**src/rtl/oscu_pkg.sv**
```systemverilog
// Shared types and constants for the sweep arbiter and its address counter.
package oscu_pkg;

  localparam int OSCU_ADDR_BITS = 7;

  typedef enum logic [1:0] {
    ST_IDLE = 2'd0,
    ST_LOAD = 2'd1,
    ST_RUN  = 2'd2,
    ST_DONE = 2'd3
  } oscu_state_e;

endpackage

```
**src/rtl/oscu_addr_counter.sv**
```systemverilog
// Loadable wrapping up-counter with a terminal-value match flag.
module oscu_addr_counter
  import oscu_pkg::*;
#(
  parameter int ADDR_BITS = OSCU_ADDR_BITS
) (
  input  logic                 clk,
  input  logic                 rst,
  input  logic                 load,
  input  logic [ADDR_BITS-1:0] load_value,
  input  logic                 enable,
  input  logic [ADDR_BITS-1:0] terminal_value,
  output logic [ADDR_BITS-1:0] count,
  output logic                 match
);

  logic [ADDR_BITS-1:0] count_q, count_d;

  always_comb begin
    count_d = count_q;
    if (load) begin
      count_d = load_value;
    end else if (enable) begin
      count_d = count_q + 1'b1;
    end
  end

  always_ff @(posedge clk or posedge rst) begin
    if (rst) begin
      count_q <= '0;
    end else begin
      count_q <= count_d;
    end
  end

  assign count = count_q;
  assign match = (count_q == terminal_value);

endmodule

```
**src/rtl/oscu_sweep_arbiter.sv**
```systemverilog
// Round-robin arbiter granting one requester at a time an address sweep start..end.
// Optional macro OSCU_SWEEP_ABORT_EN enables the abort input in LOAD/RUN.
module oscu_sweep_arbiter
  import oscu_pkg::*;
#(
  parameter int NUM_REQ   = 2,
  parameter int ADDR_BITS = OSCU_ADDR_BITS
) (
  input  logic                           clk2,
  input  logic                           Reset,
  input  logic [NUM_REQ-1:0]             req,
  input  logic [NUM_REQ*ADDR_BITS-1:0]   start_addr,
  input  logic [NUM_REQ*ADDR_BITS-1:0]   end_addr,
  input  logic                           step,
  input  logic                           abort,
  output logic [NUM_REQ-1:0]             grant,
  output logic [NUM_REQ-1:0]             done,
  output logic                           busy,
  output logic [ADDR_BITS-1:0]           CurrentAdd
);

  localparam int IDX_W = $clog2(NUM_REQ);

  oscu_state_e          state_q, state_d;
  logic [NUM_REQ-1:0]   grant_q, grant_d, done_q, done_d;
  logic [IDX_W-1:0]     owner_q, owner_d, last_q, last_d, win_idx;
  logic [ADDR_BITS-1:0] end_q, end_d, sel_start, sel_end;
  logic                 cnt_load, cnt_en, cnt_match, abort_hit;

  // First requester found scanning upward from the one after the last winner.
  function automatic logic [IDX_W-1:0] rr_pick(input logic [NUM_REQ-1:0] r,
                                                input logic [IDX_W-1:0]   last);
    logic [NUM_REQ-1:0] rot;
    int                 idx;
    rr_pick = last;
    for (int k = NUM_REQ; k >= 1; k--) begin
      idx = (int'(last) + k) % NUM_REQ;
      rot = r >> idx;
      if (rot[0]) rr_pick = IDX_W'(idx);
    end
  endfunction

  assign win_idx   = rr_pick(req, last_q);
  assign sel_start = ADDR_BITS'(start_addr >> (int'(owner_q) * ADDR_BITS));
  assign sel_end   = ADDR_BITS'(end_addr >> (int'(owner_q) * ADDR_BITS));

`ifdef OSCU_SWEEP_ABORT_EN
  assign abort_hit = abort & ((state_q == ST_LOAD) | (state_q == ST_RUN));
`else
  assign abort_hit = abort & 1'b0;
`endif

  always_ff @(posedge clk2 or posedge Reset) begin
    if (Reset) begin
      state_q <= ST_IDLE;
      grant_q <= '0;
      done_q  <= '0;
      owner_q <= '0;
      last_q  <= IDX_W'(NUM_REQ - 1);
    end else begin
      state_q <= state_d;
      grant_q <= grant_d;
      done_q  <= done_d;
      owner_q <= owner_d;
      last_q  <= last_d;
    end
  end

  // Terminal address is pure data, latched in LOAD and only read in RUN.
  always_ff @(posedge clk2) begin
    end_q <= end_d;
  end

  always_comb begin
    state_d = state_q;
    case (state_q)
      ST_IDLE: if (|req) state_d = ST_LOAD;
      ST_LOAD: state_d = abort_hit ? ST_IDLE : ST_RUN;
      ST_RUN: begin
        if (abort_hit)              state_d = ST_IDLE;
        else if (step && cnt_match) state_d = ST_DONE;
      end
      ST_DONE: state_d = ST_IDLE;
      default: state_d = ST_IDLE;
    endcase
  end

  always_comb begin
    grant_d  = grant_q;
    done_d   = '0;
    owner_d  = owner_q;
    last_d   = last_q;
    end_d    = end_q;
    cnt_load = 1'b0;
    cnt_en   = 1'b0;
    case (state_q)
      ST_IDLE: begin
        if (|req) begin
          owner_d = win_idx;
          grant_d = NUM_REQ'(1) << win_idx;
        end
      end
      ST_LOAD: begin
        if (abort_hit) begin
          grant_d = '0;
          last_d  = owner_q;
        end else begin
          cnt_load = 1'b1;
          end_d    = sel_end;
        end
      end
      ST_RUN: begin
        if (abort_hit) begin
          grant_d = '0;
          last_d  = owner_q;
        end else if (step && cnt_match) begin
          done_d = NUM_REQ'(1) << owner_q;
        end else if (step) begin
          cnt_en = 1'b1;
        end
      end
      ST_DONE: begin
        grant_d = '0;
        last_d  = owner_q;
      end
      default: grant_d = '0;
    endcase
  end

  oscu_addr_counter #(
    .ADDR_BITS(ADDR_BITS)
  ) u_counter (
    .clk           (clk2),
    .rst           (Reset),
    .load          (cnt_load),
    .load_value    (sel_start),
    .enable        (cnt_en),
    .terminal_value(end_q),
    .count         (CurrentAdd),
    .match         (cnt_match)
  );

  assign grant = grant_q;
  assign done  = done_q;
  assign busy  = (state_q != ST_IDLE);

endmodule
```
**config.mk**
```make
export PLATFORM = sky130hd
export DESIGN_NAME = oscu_sweep_arbiter
export DESIGN_NICKNAME = d
export VERILOG_FILES = /design/src/rtl/oscu_pkg.sv /design/src/rtl/oscu_addr_counter.sv /design/src/rtl/oscu_sweep_arbiter.sv
export SDC_FILE = /design/constraint.sdc
export NUM_CORES = 1
export LEC_CHECK = 0
export CELL_PAD_IN_SITES_DETAIL_PLACEMENT = 2
export CELL_PAD_IN_SITES_GLOBAL_PLACEMENT = 2
export CORE_UTILIZATION = 29
export DETAILED_ROUTE_END_ITERATION = 10
export GPL_TIMING_DRIVEN = 1
export MAX_ROUTING_LAYER = met4
export PLACE_DENSITY_LB_ADDON = 0.1
export SLEW_MARGIN = 20
export SYNTH_ARGS = -nofsm -noshare
export SYNTH_HDL_FRONTEND = slang
export SYNTH_SLANG_ARGS = --single-unit
```
**constraint.sdc**
```tcl
create_clock -name clk2 -period 2.7 [get_ports clk2]
set_input_delay 0.675 -clock clk2 [delete_from_list [all_inputs] [get_ports clk2]]
set_output_delay 0.675 -clock clk2 [all_outputs]
set_load 0.005 [all_outputs]
```
==> run summary <==
Top_reg_cell synth: dfrtp_1
Syn. warnings: 0
Crit path max fanout: 4
TritonCTS clock tree: built
Die X: 67.85 um
Synth cell types: 33
Final worst path period need: 2.320 ns
Antenna cell count: 0
Hold_buf cts: 0
Arr. time, crit path: 1.64 ns
Slew headroom: 0.4548
Lkg Pwr: 0.7110 nW
DR iter-0 viols: 21
Initial antenna violation count: 0
Num rows: 23
Post-synth EDFFs: 7
FF+latch area: 586.8 um^2
Setup-failing EPs final: 0
# IOs: 46
Synthesized flop and latch total: 22
R2r setup slk: 0.71 ns
DR WL/cell: 16.00 um
Syn Inst Count: 113
Vias in the first global route: 1229
Outcome: finished, final reports clean
TritonRoute pass-1 iters: 3
Number of max-cap violations: 0
Syn Area/Cell: 11.13 um^2
Layout cells sized above 1: 0.1329
Register area share after synthesis: 0.4667
Hold path cells: 2
Clk buf depth: 2
Via density: 5.053
Initial Utilization: 0.3077
Final nets: 198
Final Max Tran Viols: 0
Crit share post-route: 0.8591
Worst VDD drop: 385.8 uV
RSZ-0062 raised after global routing: false
Required @ worst endpoint: 2.03 ns
Post-DP HPWL: 2579 um
CTS H-tree depth: 1
Multi-input logic area: 628.1 um^2
I/O Buffers: 44
Largest net degree at the start of global routing: 21
PwrDens: 1009 nW/um^2
Layout-stage area growth over the synthesis result: 43.38%
Final setup TNS: 0 ns
CTS Buf Count: 3
Sink Count: 22
Critical path class: reg2out
Clock tree root buffer cell: clkbuf_8
DRT antenna net count: 0
Syn nets: 152
Post-Place Cells: 204
Kind of end point of the critical path: output pin
Overall Global Routing Usage: 0.1698
Die area: 4604 um^2
Reg clk slew, reported paths: 0.08 ns
Asr flop ratio synth: 0.6818
Slew @ Worst Pin: 0.8177 ns
Post-Syn Area: 1257 um^2
Die extent in y: 67.85 um
Final non-filler cell total: 208
First-pass GRT wire length: 5520 um
Filler cells: 428
Max Clock Skew: 0.003107 ns
Total power: 1.819 mW
Via count: 1051
Post-CTS setup buffer count: 0
Core area: 4086 um^2
Placer congestion estimate: 0.7668
F_max: 431.1 MHz
Post_cts resized: 0
Worst-Skew Late Latency: 0.27 ns
GRT overflow: 0
Setup crit start kind: flip-flop
Drc violations: 0
Post-detailed-routing wire length: 3327 um
Worst-case reg-to-reg path depth: 5
Class of the worst hold path: reg2reg
Hold Fails Final Rpt: 0
==> registers in the layout, indices dropped and copies added, names as in the netlist <==
| signal | cells |
|---|---|
| end_q | 7 |
| u_counter.count | 7 |
| done | 2 |
| grant | 2 |
| state_q | 2 |
| last_q | 1 |
| owner_q | 1 |
==> synth_stat cells, types with 2 or more instances <==
library cell	count	area (um^2)
nand3_1	2	10.01
edfxtp_1	7	210.2
o21ai_0	6	30.03
a21oi_2	2	17.52
xor2_1	7	61.31
nor2_1	2	7.510
inv_1	8	30.03
nand4_1	4	25.02
dfrtp_1	14	350.3
mux2i_1	5	50.05
nand2_1	9	33.78
mux2_2	11	123.9
ha_1	5	62.56
nor3_1	3	15.01
xnor2_1	5	43.79
a21oi_1	6	30.03
==> worst max-delay path, cell delays in order (launching register included) <==
cell,delay [ns]
dfrtp_1,0.41
inv_1,0.09
ha_1,0.27
inv_1,0.10
clkdlybuf4s50_1,0.50
==> through the flow <==
stage / hold WS, ns / util / cell area (um^2) / worst slack, ns
after floorplan: 0.4873 / - / 1257 / 0.9443
after global placement: 0.4989 / 0.4277 / 1748 / 0.5961
after detailed placement: 0.5281 / 0.4277 / 1748 / 0.5357
after CTS: 0.5524 / 0.4412 / 1803 / 0.3669
after global routing: 0.5692 / 0.4412 / 1803 / 0.2640
final: 0.5432 / 0.4412 / 1803 / 0.3803
==> final timing paths <==
| path | from | endpoint |
|---|---|---|
| setup reg to reg | u_counter.count[0] | state_q[1] |
| min in group asynchronous | Reset | done[1] |
| max in group asynchronous | Reset | u_counter.count[3] |
| hold / removal | grant[0] | grant[0] |
| hold reg to reg | grant[0] | grant[0] |
| setup / recovery | state_q[0] | busy |
==> area by class of cell <==
type | instances | share of cell area
repair buffers | 44 | 0.2443
well taps | 50 | 0.03470
inverters | 8 | 0.01666
multi-input cells | 80 | 0.3484
flip-flops and latches | 22 | 0.3255
clock buffers | 4 | 0.03053
==> where the power goes <==
group	total (mW)	leakage (nW)	internal, mW	switching [mW]
sequential	0.691	0.248	0.503	0.188
combinational	0.883	0.435	0.478	0.406
clock	0.244	0.0288	0.130	0.114
total	1.82	0.711	1.11	0.708
==> metal layers <==
metal  GRT usage  part of all wire  vias to the layer above
li1            -                 -                      495
met1      0.1794              0.40                      521
met2      0.3205              0.54                       30
met3     0.02500             0.041                        5
met4     0.05469             0.013                        0
met5           -                 0                        -
==> cells in the final DEF, fill, tap and decap left out, drive strengths merged <==
master	instances
dfstp	1
inv	8
a31o	1
o22a	1
xnor2	5
nor2b	1
edfxtp	7
mux2	12
clkbuf	4
a21oi	8
nand3	2
nand4	4
o41ai	1
nor4	1
nor3	4
a22oi	1
mux2i	5
nand2b	1
a31oi	1
clkdlybuf4s50	44
ha	5
nand2	9
nor2	2
and2	1
xor2	7
dfrtp	14
and3	1
o21ai	6
a311o	1
==> kinds of logic after synthesis <==
kind of cell	Yosys count	synth area share
adder cells (fa/ha/maj)	5	0.04975
XOR/XNOR	12	0.08358
flip-flops	22	0.4667
buffers and inverters	11	0.03382
AO/OA/AOI/OAI	20	0.1015
multiplexers	17	0.1473
AND/OR/NAND/NOR	26	0.1174
(Power assumes the default switching activity.)
